==> src/rtl/bc_ctrl_pkg.sv <==
// bc_ctrl_pkg: shared constants, codes and state type for the BC_I control unit.
// The PAUSE state only exists when BC_CU_SINGLE_STEP_EN is defined.
package bc_ctrl_pkg;
  localparam int LD_AR   = 0;
  localparam int INR_AR  = 1;
  localparam int CLR_AR  = 2;
  localparam int LD_PC   = 3;
  localparam int INR_PC  = 4;
  localparam int CLR_PC  = 5;
  localparam int LD_DR   = 6;
  localparam int INR_DR  = 7;
  localparam int CLR_DR  = 8;
  localparam int LD_AC   = 9;
  localparam int INR_AC  = 10;
  localparam int CLR_AC  = 11;
  localparam int LD_IR   = 12;
  localparam int LD_TR   = 13;
  localparam int INR_TR  = 14;
  localparam int CLR_TR  = 15;
  localparam int MEM_WE  = 16;
  localparam int ALU_LSB = 17;
  localparam int ALU_MSB = 19;

  localparam logic [2:0] BUS_AR  = 3'd0;
  localparam logic [2:0] BUS_PC  = 3'd1;
  localparam logic [2:0] BUS_DR  = 3'd2;
  localparam logic [2:0] BUS_AC  = 3'd3;
  localparam logic [2:0] BUS_IR  = 3'd4;
  localparam logic [2:0] BUS_TR  = 3'd5;
  localparam logic [2:0] BUS_MEM = 3'd6;
  localparam logic [2:0] BUS_WRD = 3'd7;

  localparam logic [2:0] ALU_PASS_DR = 3'd0;
  localparam logic [2:0] ALU_AND     = 3'd1;
  localparam logic [2:0] ALU_ADD     = 3'd2;
  localparam logic [2:0] ALU_CMA     = 3'd3;
  localparam logic [2:0] ALU_SHR     = 3'd4;
  localparam logic [2:0] ALU_SHL     = 3'd5;

  localparam logic [2:0] OP_AND    = 3'd0;
  localparam logic [2:0] OP_ADD    = 3'd1;
  localparam logic [2:0] OP_LDA    = 3'd2;
  localparam logic [2:0] OP_STA    = 3'd3;
  localparam logic [2:0] OP_BUN    = 3'd4;
  localparam logic [2:0] OP_BSA    = 3'd5;
  localparam logic [2:0] OP_ISZ    = 3'd6;
  localparam logic [2:0] OP_REG_IO = 3'd7;

  localparam logic [3:0] RR_HLT  = 4'd0;
  localparam logic [3:0] RR_SZE  = 4'd1;
  localparam logic [3:0] RR_SZA  = 4'd2;
  localparam logic [3:0] RR_SNA  = 4'd3;
  localparam logic [3:0] RR_SPA  = 4'd4;
  localparam logic [3:0] RR_INC  = 4'd5;
  localparam logic [3:0] RR_CIL  = 4'd6;
  localparam logic [3:0] RR_CIR  = 4'd7;
  localparam logic [3:0] RR_CME  = 4'd8;
  localparam logic [3:0] RR_CMA  = 4'd9;
  localparam logic [3:0] RR_CLE  = 4'd10;
  localparam logic [3:0] RR_CLA  = 4'd11;
  localparam logic [3:0] RR_NONE = 4'd12;

  typedef enum logic [1:0] {
    ST_IDLE,
    ST_RUN,
`ifdef BC_CU_SINGLE_STEP_EN
    ST_HALT,
    ST_PAUSE
`else
    ST_HALT
`endif
  } state_t;

  // Highest set bit of the register-reference field wins; RR_NONE when empty.
  function automatic logic [3:0] rr_pick(input logic [11:0] v);
    rr_pick = RR_NONE;
    for (int k = 0; k < 12; k++) if (v[k]) rr_pick = 4'(k);
  endfunction
endpackage

==> src/rtl/bc_seq_counter.sv <==
// bc_seq_counter: T-step sequence counter; synchronous clear has priority over increment.
module bc_seq_counter #(
  parameter int WIDTH = 4
) (
  input  logic             clk,
  input  logic             rst,
  input  logic             clr_i,
  input  logic             inc_i,
  output logic [WIDTH-1:0] cnt_o
);
  logic [WIDTH-1:0] cnt_q;
  always_ff @(posedge clk) cnt_q <= (rst || clr_i) ? '0 : inc_i ? cnt_q + 1'b1 : cnt_q;
  assign cnt_o = cnt_q;
endmodule

==> src/rtl/bc_control_unit.sv <==
// bc_control_unit: hardwired fetch/decode/execute sequencer for the BC_I accumulator machine.
// Define BC_CU_SINGLE_STEP_EN to add the STEP input and a PAUSE state after every instruction.
module bc_control_unit
  import bc_ctrl_pkg::*;
#(
  parameter int WIDTH      = 16,
  parameter int CTRL_LNGTH = 20,
  parameter int SC_WIDTH   = 4
) (
  input  logic                  clk,
  input  logic                  RST,
  input  logic                  START,
`ifdef BC_CU_SINGLE_STEP_EN
  input  logic                  STEP,
`endif
  input  logic [WIDTH-1:0]      IR_IN,
  input  logic [WIDTH-1:0]      AC_IN,
  input  logic [WIDTH-1:0]      DR_IN,
  output logic [2:0]            BUS_SEL,
  output logic [CTRL_LNGTH-1:0] CTRL_SGNLS,
  output logic                  E_LD,
  output logic                  E_CMP,
  output logic                  E_RST,
  output logic [SC_WIDTH-1:0]   SC_OUT,
  output logic                  BUSY,
  output logic                  HALTED
);
  state_t state_q, state_d;
  logic i_q;
  logic [SC_WIDTH-1:0] sc;
  logic [2:0] d, bus;
  logic [CTRL_LNGTH-1:0] ctrl;
  logic e_ld, e_cmp, e_rst, sc_clr, hlt, run;

  assign d   = IR_IN[WIDTH-2:WIDTH-4];
  assign run = state_q == ST_RUN && !RST;

  bc_seq_counter #(.WIDTH(SC_WIDTH)) u_sc (
    .clk  (clk),
    .rst  (RST),
    .clr_i(state_q != ST_RUN || sc_clr),
    .inc_i(1'b1),
    .cnt_o(sc)
  );

  always_ff @(posedge clk) begin
    state_q <= RST ? ST_IDLE : state_d;
    i_q     <= RST ? 1'b0 : (state_q == ST_RUN && sc == SC_WIDTH'(2)) ? IR_IN[WIDTH-1] : i_q;
  end

  always_comb begin
    bus    = BUS_AR;
    ctrl   = '0;
    e_ld   = 1'b0;
    e_cmp  = 1'b0;
    e_rst  = 1'b0;
    hlt    = 1'b0;
    sc_clr = sc >= SC_WIDTH'(7);
    case (32'(sc))
      0: begin
        bus = BUS_PC;
        ctrl[LD_AR] = 1'b1;
      end
      1: begin
        bus = BUS_MEM;
        ctrl[LD_IR] = 1'b1;
        ctrl[INR_PC] = 1'b1;
      end
      2: begin
        bus = BUS_IR;
        ctrl[LD_AR] = 1'b1;
      end
      3: if (d != OP_REG_IO) begin
        bus = i_q ? BUS_MEM : BUS_AR;
        ctrl[LD_AR] = i_q;
      end else begin
        sc_clr = 1'b1;
        if (!i_q)
          case (rr_pick(IR_IN[11:0]))
            RR_CLA: ctrl[CLR_AC] = 1'b1;
            RR_CLE: e_rst = 1'b1;
            RR_CMA: begin
              ctrl[LD_AC] = 1'b1;
              ctrl[ALU_MSB:ALU_LSB] = ALU_CMA;
            end
            RR_CME: e_cmp = 1'b1;
            RR_CIR: begin
              ctrl[LD_AC] = 1'b1;
              ctrl[ALU_MSB:ALU_LSB] = ALU_SHR;
              e_ld = 1'b1;
            end
            RR_CIL: begin
              ctrl[LD_AC] = 1'b1;
              ctrl[ALU_MSB:ALU_LSB] = ALU_SHL;
              e_ld = 1'b1;
            end
            RR_INC: ctrl[INR_AC] = 1'b1;
            RR_SPA: ctrl[INR_PC] = !AC_IN[WIDTH-1];
            RR_SNA: ctrl[INR_PC] = AC_IN[WIDTH-1];
            RR_SZA: ctrl[INR_PC] = AC_IN == '0;
            RR_HLT: hlt = 1'b1;
            default: ;
          endcase
      end
      4: case (d)
        OP_AND, OP_ADD, OP_LDA, OP_ISZ: begin
          bus = BUS_MEM;
          ctrl[LD_DR] = 1'b1;
        end
        OP_STA: begin
          bus = BUS_AC;
          ctrl[MEM_WE] = 1'b1;
          sc_clr = 1'b1;
        end
        OP_BUN: begin
          ctrl[LD_PC] = 1'b1;
          sc_clr = 1'b1;
        end
        OP_BSA: begin
          bus = BUS_PC;
          ctrl[MEM_WE] = 1'b1;
          ctrl[INR_AR] = 1'b1;
        end
        default: ;
      endcase
      5: case (d)
        OP_AND, OP_ADD, OP_LDA: begin
          ctrl[LD_AC] = 1'b1;
          ctrl[ALU_MSB:ALU_LSB] = d == OP_AND ? ALU_AND : d == OP_ADD ? ALU_ADD : ALU_PASS_DR;
          e_ld = d == OP_ADD;
          sc_clr = 1'b1;
        end
        OP_BSA: begin
          ctrl[LD_PC] = 1'b1;
          sc_clr = 1'b1;
        end
        OP_ISZ: ctrl[INR_DR] = 1'b1;
        default: ;
      endcase
      6: if (d == OP_ISZ) begin
        bus = BUS_DR;
        ctrl[MEM_WE] = 1'b1;
        ctrl[INR_PC] = DR_IN == '0;
        sc_clr = 1'b1;
      end
      default: ;
    endcase
  end

  always_comb begin
    state_d = state_q;
    case (state_q)
      ST_IDLE: state_d = START ? ST_RUN : ST_IDLE;
`ifdef BC_CU_SINGLE_STEP_EN
      ST_RUN:   state_d = hlt ? ST_HALT : sc_clr ? ST_PAUSE : ST_RUN;
      ST_PAUSE: state_d = STEP ? ST_RUN : ST_PAUSE;
`else
      ST_RUN:   state_d = hlt ? ST_HALT : ST_RUN;
`endif
      default: ;
    endcase
  end

  assign BUS_SEL    = run ? bus : BUS_AR;
  assign CTRL_SGNLS = run ? ctrl : '0;
  assign E_LD       = run && e_ld;
  assign E_CMP      = run && e_cmp;
  assign E_RST      = run && e_rst;
  assign SC_OUT     = RST ? '0 : sc;
  assign BUSY       = run;
  assign HALTED     = !RST && state_q == ST_HALT;
endmodule
==> config.mk <==
export PLATFORM = sky130hd
export DESIGN_NAME = bc_control_unit
export DESIGN_NICKNAME = d
export VERILOG_FILES = /design/src/rtl/bc_ctrl_pkg.sv /design/src/rtl/bc_seq_counter.sv /design/src/rtl/bc_control_unit.sv
export SDC_FILE = /design/constraint.sdc
export NUM_CORES = 1
export LEC_CHECK = 0
export ABC_AREA = 1
export CAP_MARGIN = 25
export CORE_UTILIZATION = 31
export CTS_CLUSTER_SIZE = 28
export DETAILED_ROUTE_END_ITERATION = 8
export GPL_TIMING_DRIVEN = 0
export PLACE_DENSITY = 0.77
export SETUP_SLACK_MARGIN = 0.4
export SLEW_MARGIN = 30
export SYNTH_ARGS = -nofsm -noshare
export SYNTH_HDL_FRONTEND = slang
export SYNTH_SLANG_ARGS = --single-unit
==> constraint.sdc <==
create_clock -name clk -period 1.73 [get_ports clk]
set_input_delay 0.346 -clock clk [delete_from_list [all_inputs] [get_ports clk]]
set_output_delay 0.346 -clock clk [all_outputs]
set_load 0.03 [all_outputs]
**Yosys cells after proc, flatten, opt, wreduce, memory -nomap -nowiden**

Cells that the tools add are included.

- Input bits: 51
- Register bits after elaboration: 7
- Logic and storage cells: 137
- Output and inout port bits: 32

- Eq/ne operators: 26
- Mux-type cells: 81
- Order comparisons: 1
- Add/sub/neg operators: 1
- Reduce and logical (&&, ||, !) cells: 25

Operators with widths:

| kind | count |
|---|---|
| $mux 4 | 16 |
| $mux 1 | 38 |
| $logic_not 16->1 | 2 |
| $eq 4x3->1 const B | 7 |
| $mux 3 | 7 |
| $mux 20 | 1 |
| $pmux 3 s3 | 2 |
| $pmux 3 s6 | 1 |
| $eq 4x2->1 const B | 4 |
| $eq 4x4->1 const B | 4 |
| $mux 2 | 6 |
| $pmux 1 s2 | 5 |
| $eq 3x3->1 const B | 3 |
| $logic_not 4->1 | 2 |
| $reduce_or 2->1 | 4 |
| $reduce_or 4->1 | 2 |
| $eq 3x2->1 const B | 2 |
| $logic_and 1x1->1 | 6 |
| $pmux 1 s3 | 2 |
| $pmux 3 s2 | 1 |
| $reduce_or 3->1 | 2 |
| $add 4x1->4 const B | 1 |
| $eq 4x1->1 const B | 1 |
| $ge 4x3->1 const B | 1 |
| other kinds (12) | 14 |

**Longest topological paths before layout**

Gate-level depths: netlist (run 1).

- Depth after elaboration: 22
- Gate-level depth with buffers: 19
- Depth with buffers taken out: 19

**Modules after synthesis**

Synthesis (run 1) repeated with hierarchy kept, for this count alone.

- Cells, all modules: 200
- Area total of the unflattened synthesis: 1089.8 um2

By module, submodules not included:

| module | cells an instance | seq. area each (um2) | area each (um2) | times used |
|---|---|---|---|---|
| bc_control_unit | 178 | 60.1 | 917.1 | 1 |
| bc_seq_counter | 22 | 80.1 | 172.7 | 1 |

**Worst setup path after synthesis (run 1)**

No wires, ideal clock.

- Path type: reg2out
- From: register state_q[0]
- To: output CTRL_SGNLS[11]
- Stages on the path, launching flop included: 9
- Arrival time: 1869 ps
- Required time: 1384 ps
- Path slack: -485 ps
- Path buffers: 0
- Cells stage by stage: dfxtp_1 inv_2 nor2_2 inv_2 nor2_4 inv_2 nor3_4 nand2_1 nor3_1

- Cells in the longest elaborated chain, start to end: 3

RTL lines:

| what | RTL line | text |
|---|---|---|
| from (decl) | bc_control_unit.sv:28 | `state_t state_q, state_d;` |
| from (signal assigned) | bc_control_unit.sv:47 | `state_q <= RST ? ST_IDLE : state_d;` |
| $eq 2x1->1 | bc_control_unit.sv:36 | `assign run = state_q == ST_RUN && !RST;` |
| $logic_and 1x1->1 | bc_control_unit.sv:36 |  |
| net BUSY | bc_control_unit.sv:25 | `output logic BUSY,` |
| $mux 20 | bc_control_unit.sv:165 | `assign CTRL_SGNLS = run ? ctrl : '0;` |
| to (decl) | bc_control_unit.sv:20 | `output logic [CTRL_LNGTH-1:0] CTRL_SGNLS,` |

The timed path passes the listed nets, and every way through them passes these cells.

**Worst setup path in the final report (run 1)**

- From: input IR_IN[12]
- To: output CTRL_SGNLS[17]

- Cells in the longest elaborated chain, start to end: 5
- Elaborated cells on any way between the ends: 10
- Classes of those cells: 3 x eq/ne; 5 x mux; 2 x reduce/logical

RTL lines:

| what | RTL line | text |
|---|---|---|
| from (decl) | bc_control_unit.sv:16 | `input logic [WIDTH-1:0] IR_IN,` |
| $eq 3x1->1, or another cell as far along | bc_control_unit.sv:126 | `5: case (d)` |
| $reduce_or 3->1 / $mux 2 (equally long branches) | - |  |
| $mux 2 | bc_control_unit.sv:126 |  |
| $pmux 3 s2 * | bc_control_unit.sv:59 | `case (32'(sc))` |
| $mux 20 * | bc_control_unit.sv:165 |  |

Mark *: on every way between the ends. The rest lies on a longest branch, timed or not.

==> impl_metrics.toml, run 1 <==
[outcome]
status = "finished with violations"
violations = "negative setup slack"

[sta]
setup_viol = 22
clock_skew_ps = 2.63
hold_viol = 0
fmax_mhz = 427
fin_ws_ps = -614
slew_viol_final = 0
min_period_ps = 2340
rsz0062_at_grt = "yes"
min_period_over_period_pct = 135
hold_slack_ps = 276
setup_tns_ps = -7800

[routing]
vias_per_cell = 5.13
drc = 0
drtIter0Drc = 61
drtAntennaViolNets = 0
num_vias = 1846
wl_microns = 5910
wl_per_cell_microns = 16.4
dr.pass1.iters = 4

[worst_setup_path]
worstSetupStartpointType = "input port"
cpMostUsedCell = "inv_2"
worstSetupPathType = "in -> out"
required_ps = 1380
cpMaxStageDelayCell = "clkdlybuf4s15_1"
crit_fanout = 5
regToRegSetupSlack_ps = -90
timing.rr.start = "u_sc.cnt_o[1]"
crit_chain = "clkdlybuf4s15_1 > nand2_2 > nor2_4 > inv_2 > nor2_2 > inv_2 > nor3_4 > nand2_2 > nor2_4 > inv_2 > o221ai_4 > buf_6"
crit_end = "CTRL_SGNLS[17]"
rr_endpoint = "state_q[0]"
arrival_ps = 2000
crit_path_max_incr_delay_ps = 290
r2r.worst_path.cells = 13
crit_start = "IR_IN[12]"
crit_path_end_kind = "output pin"

[floorplanning]
die-area_sq_mm = 0.00382
start_util_pct = 32.7
rows = 21
coreArea_sq_mm = 0.00339
boundaryPins = 83
die_h_microns = 61.8
die_w_microns = 61.8

[global_route]
use_met3_pct = 1.24
grt_overflow = 0
grt_pass1_vias = 1567
grt_usage_pct = 22.3
antenna_found_initial = 0
busiest_layer = "met2"
met2_usage_pct = 42.9
met1_usage_pct = 25.7
grt_pass1_wl_microns = 6480
grt_max_degree = 11

[finish]
final_nets = 370
area_growth_pct = 160
diodes = 0
drive_gt1_share_pct = 60.5
fillers = 175
utilization_pct = 85.3

[power_and_ir_drop]
ir_worst_vdd_uv = 337
total_power_mw = 0.716
leakagePower_nw = 1.26
power.density_mw_per_mm2 = 248

[placement]
gp_congestion = 0.872
place.detailed.hpwl_microns = 2960
port_buffers = 75
place_ws_ps = -1450

[yosys]
netlist_area_sq_mm = 0.00111
synth_edf_count = 0
synth.top_cells.by_area = "dfxtp_1 (13%), inv_1 (11%), nor2_1 (10%), nand2_1 (9.1%), nand3_1 (7.2%)"
synth_top_area_cell = "dfxtp_1"
synth_flop_cell = "dfxtp_1"
avgSynthCellArea_sq_um = 5.75
synth_top_cell_area_share_pct = 12.6
ys_seq_area_share_pct = 12.6
synth_common_cells = "inv_1 (34), nor2_1 (31), nand2_1 (27)"
ys_ff_latch = 7
yosys.cell_types.count = 33
netlist_instances = 193
ys_warn_count = 0
synth_most_common_cell = "inv_1"
ys_async_sr_fraction_pct = 0

[run]
drv_cap = 0

[clock_network]
clk_pin_slew_ps = 50
clockBufferDepth = 2
numClockSinks = 7
h-tree-depth = 1
cts-root-buf = "clkbuf_4"
hold_buffers = 0
numCtsBuffers = 3
cts_tree = "built"
worstSkewPairLatency_ps = 250

[worst_hold_path]
holdPathStages = 2
holdCritPathClass = "in -> reg"
-- worst min path at each step --
stage,end,slack [ps],from
2_1_floorplan,u_sc.cnt_o[0],430,u_sc.cnt_o[0]
3_3_place_gp,u_sc.cnt_o[0],440,u_sc.cnt_o[0]
3_5_place_dp,u_sc.cnt_o[0],450,u_sc.cnt_o[0]
4_1_cts,state_q[1],270,RST
5_1_grt,state_q[1],290,RST
6_report,state_q[1],280,RST
-- stage by stage --
stage                     cells  cell area [sq um]
after detailed placement    319               2170
final                       360               2890
after CTS                   342               2540
after global routing        360               2890
after global placement      319               2170
after floorplan             198               1370
-- where the power goes --
| part | total (mW) | internal, mW | leakage [nW] | switching (mW) |
|---|---|---|---|---|
| Combinational | 0.399 | 0.188 | 1.19 | 0.212 |
| Sequential | 0.167 | 0.162 | 0.0604 | 0.00438 |
| Clock | 0.150 | 0.0881 | 0.0150 | 0.0623 |
| Total | 0.716 | 0.438 | 1.26 | 0.278 |
-- critical path, delay by kind of cell --
family / cells / cell delay [ps]
simple gates: 6 / 880
compound gates: 1 / 140
buf+inv: 5 / 650
-- routing by layer --
layer / up-vias / share of wire, %
li1: 863 / -
met4: 0 / 4.6
met1: 858 / 37
met3: 27 / 5.1
met2: 98 / 54
met5: - / 0
-- flip-flops by register name (all words and copies together), names as in the netlist --
name / cells
state_q: 2
u_sc.cnt_o: 4
i_q: 1
-- layout by cell type, fill, tap and decap left out, types with 9 or more instances in the layout --
cell type        count
buf_4               39
buf_6               29
clkdlybuf4s50_1     19
dlygate4sd2_1       12
dlymetal6s2s_1      11
inv_1               18
inv_2               20
nand2_1             17
nor2_1               9
nor2_4              20
-- area by class of cell --
class	instances	area, sq um	area share (%)
inverters	48	220	7.62
repair buffers	112	1100	38.0
multi-input cells	135	1250	43.2
plain buffers	8	85.1	2.94
flip-flops and latches	7	155	5.37
clock buffers	4	26.3	0.909
well taps	46	57.6	1.99
-- what timing repair did --
action	in CTS	in global routing
setup buffers	19	18
resized for setup	268	59
setup endpoints to repair	32	32
pin swaps	35	28
-- kinds of logic after synthesis --
logic type | count (synthesis) | share of synthesized area (%)
other cells | 1 | 0.338
simple gates | 104 | 45.5
compound gates | 20 | 13.1
xor+xnor | 1 | 0.789
fa+ha+maj | 4 | 4.51
buf+inv | 56 | 23.1
flops | 7 | 12.6
(Power assumes the default switching activity.)
==> run 2: changes to the inputs <==
CORE_UTILIZATION = 57   (was 31)
DONT_BUFFER_PORTS = 1   (was unset)
PLACE_DENSITY = 0.75   (was 0.77)
SYNTH_HIERARCHICAL = 1   (was unset)
==> impl_metrics.toml, run 2 <==
[clock_network]
cts_setup_buffers = 20
hold_buffers = 0
cts-root-buf = "clkbuf_4"
h-tree-depth = 1
numCtsBuffers = 3
clockBufferDepth = 2
numClockSinks = 7
cts_resized = 37

[placement]
port_buffers = 0
gp_congestion = 0.902
placed_area_sq_mm = 0.00151
place.detailed.hpwl_microns = 2820

[yosys]
ys_seq_area_share_pct = 12.9
synth_top_area_cell = "dfxtp_1"
synth_most_common_cell = "inv_1"
synth.top_cells.by_area = "dfxtp_1 (13%), inv_1 (13%), nand2_1 (12%), nor2_1 (12%), nor3_1 (6.9%)"
synth_flop_cell = "dfxtp_1"
yosys.cell_types.count = 33
netlist_instances = 200
synth_common_cells = "inv_1 (37), nand2_1 (34), nor2_1 (34)"
synth_edf_count = 0
ys_async_sr_fraction_pct = 0
ys_ff_latch = 7
netlist_area_sq_mm = 0.00109
synth_top_cell_area_share_pct = 12.9
avgSynthCellArea_sq_um = 5.45
ys_warn_count = 6

[floorplanning]
rows = 15
die_h_microns = 45.7
die_w_microns = 45.7
start_util_pct = 61.8
boundaryPins = 83

[outcome]
firstError = "[ERROR DPL-0038] Utilization greater than 100%, impossible to legalize"
haltStage = "clock tree synthesis"
status = "did not finish"
## run 2: cell count changes after synthesis, moves of 2 or more
cell	change
nand2_1	+7
inv_1	+3
a21oi_1	+2
inv_2	-10
nor3_1	+10
nor2_2	-4
nand2_2	+3
ha_1	-3
nand3_1	-6
nor2_1	+3
## run 2: metrics by stage
stage | utilization, % | setup slack [ps] | setup TNS, ps | hold slack (ps) | std cells
2_1_floorplan | - | -81.4 | -221 | 484 | 210
3_3_place_gp | 85.5 | -175 | -844 | 505 | 235
3_5_place_dp | 85.5 | -229 | -1350 | 520 | 235
## run 2: logic make-up after synthesis
| group | share of synthesized area [%] |
|---|---|
| buf+inv | 19.7 |
| flops | 12.9 |
| other cells | 0.689 |
| simple gates | 54.3 |
| compound gates | 11.3 |
| fa+ha+maj | 1.15 |
==> run 3: changes to the inputs <==
CORE_AREA = 2 2 63 65   (was unset)
CORE_UTILIZATION = unset   (was 57)
CTS_CLUSTER_SIZE = unset   (was 28)
DIE_AREA = 0 0 65 67   (was unset)
PLACE_DENSITY = unset   (was 0.75)
PLACE_DENSITY_LB_ADDON = 0.15   (was unset)
SETUP_SLACK_MARGIN = unset   (was 0.4)
clock period = 2.25 ns   (was 1.73 ns; I/O delays follow)
==> impl_metrics.toml, run 3 <==
[global_route]
antenna_found_initial = 0
grt_overflow = 0
grt_pass1_vias = 1115
grt_pass1_wl_microns = 4910
grt_max_degree = 11
grt_usage_pct = 14.0

[yosys]
synth_compound_area_share_pct = 11.3
synth_top_cell_area_share_pct = 12.9
yosys.area_share.xor_xnor_pct = 0
ys_async_sr_fraction_pct = 0
synth_fa_ha_area_share_pct = 1.15
ys_ff_latch = 7
synth.top_cells.by_area = "dfxtp_1 (13%), inv_1 (13%), nand2_1 (12%), nor2_1 (12%), nor3_1 (6.9%)"
synth_top_family_by_area = "simple AND/OR/NAND/NOR gates"
netlist_instances = 200
yosys.cell_types.count = 33
synthMuxAreaShare_pct = 0
synth_common_cells = "inv_1 (37), nand2_1 (34), nor2_1 (34)"
ys_seq_area_share_pct = 12.9
netlist_area_sq_mm = 0.00109
synth-simple-area-share_pct = 54.3
synth_edf_count = 0
synth_flop_cell = "dfxtp_1"
ys_warn_count = 6
synth_most_common_cell = "inv_1"
synth_top_area_cell = "dfxtp_1"
avgSynthCellArea_sq_um = 5.45

[worst_setup_path]
crit_path_end_kind = "output pin"
arrival_ps = 1760
critPathBufInv = 3
required_ps = 1800
crit_chain = "inv_6 > nor3_4 > inv_2 > nor3_4 > nand2_2 > clkinv_4 > nand3_4 > nand2_2 > o21ai_2 > a21oi_4"
worstSetupStartpointType = "flop"
worstSetupPathType = "reg -> out"
crit_family = "simple AND/OR/NAND/NOR gates"
crit_path_max_incr_delay_ps = 400
cpMaxStageDelayCell = "dfxtp_4"
timing.rr.start = "u_sc/cnt_o[2]"
crit_start = "u_sc/cnt_o[0]"
crit_fanout = 7

[power_and_ir_drop]
leakagePower_nw = 0.660
power.density_mw_per_mm2 = 272
ir_worst_vdd_uv = 372
total_power_mw = 0.434

[sta]
min_period_ps = 2210
tightest_slew_ps = 919
min_period_over_period_pct = 98.4
slew_headroom_pct = 38.2
fmax_mhz = 452
rsz0062_at_grt = "yes"
clock_skew_ps = 2.15
setup_viol = 0
hold_viol = 0
slew_viol_final = 0

[routing]
drt-met1-wl_microns = 1400
wl_met3_microns = 222
num_vias = 1291
vias_per_cell = 4.75
wl_microns = 3210
top_layer_used = "met3"
drtAntennaViolNets = 0
wl_met2_microns = 1600
wl_per_cell_microns = 11.8
drtIter0Drc = 30
dr.pass1.iters = 4
drc = 0

[clock_network]
hold_buffers = 0
cts_tree = "built"
numClockSinks = 7
numCtsBuffers = 3
clk_pin_slew_ps = 40
h-tree-depth = 1
worstSkewPairLatency_ps = 220
clockBufferDepth = 2
cts-root-buf = "clkbuf_8"

[outcome]
status = "finished, final reports clean"

[worst_hold_path]
holdCritPathClass = "in -> reg"
hold_start = "RST"

[floorplanning]
boundaryPins = 83
die_w_microns = 65
rows = 22
die_h_microns = 67
die-area_sq_mm = 0.00436
coreArea_sq_mm = 0.00361
start_util_pct = 30.2

[finish]
drive_gt1_share_pct = 38.4
final_nets = 277
utilization_pct = 44.2
fillers = 390
largest_reg_flops = 4
diodes = 0
area_growth_pct = 46.3
final_common_cell = "inv_1"
final_cell_mix = "inv_1 (33), nand2_1 (26), nor2_1 (21)"

[run]
drv_cap = 0

[placement]
place.detailed.hpwl_microns = 2550
gp_congestion = 0.805
port_buffers = 0
[run 3: cell counts after synthesis]
Identical to the previous run, type by type.
[run 3: timing repair]
action                     CTS  global route
gates resized for setup     36            38
setup endpoints to repair   18            19
pin swaps                    4            18
buffers inserted             1             9
[run 3: where the power goes]
group / total (mW) / switching (mW) / internal (mW)
logic: 0.136 / 0.0954 / 0.0405
clock network: 0.169 / 0.0470 / 0.122
registers: 0.129 / 0.00379 / 0.125
total: 0.434 / 0.146 / 0.287
[run 3: final timing paths]
path	slack, ps	to	depth (start not counted)
max	40	CTRL_SGNLS[17]	10
max reg2reg	480	u_sc/cnt_o[1]	11
min	410	u_sc/cnt_o[2]	3
min reg2reg	510	state_q[1]	2
[run 3: metal layers]
metal | vias to the layer above | track usage (%)
met1 | 556 | 19.0
li1 | 686 | -
met2 | 49 | 23.5
met4 | 0 | 1.60
met3 | 0 | 2.87
met5 | - | 0
[run 3: tightest hold or removal path, cell delays in order]
cell and delay, ps:
nor2_1 50, nand2_1 70, nor2_1 30
[run 3: through the flow]
stage / cell area (sq um) / hold WS [ps] / std cells / setup TNS [ps] / setup WS (ps)
finish: 1590 / 414 / 272 / 0 / 35.7
global route: 1590 / 409 / 272 / -146 / -74.8
CTS: 1390 / 408 / 263 / -50.3 / -18.8
detailed placement: 1200 / 500 / 258 / -1830 / -205
global placement: 1200 / 492 / 258 / -1890 / -211
floorplan: 1140 / 468 / 210 / 0 / 37.4
[run 3: cell type report]
cell class | count | area, sq um | area share, %
multi-input combinational | 153 | 1030 | 64.4
inverter | 43 | 184 | 11.5
sequential | 7 | 153 | 9.58
timing repair buffer | 10 | 75.1 | 4.71
tap | 48 | 60.1 | 3.77
buffer | 7 | 50.0 | 3.14
clock buffer | 4 | 45.0 | 2.83
[run 3: kinds of logic (layout without fill, tap and decap cells)]
logic type | after synthesis | count (layout)
other cells | 2 | 12
buf+inv | 50 | 64
simple gates | 120 | 120
fa+ha+maj | 1 | 1
compound gates | 20 | 20
flops | 7 | 7
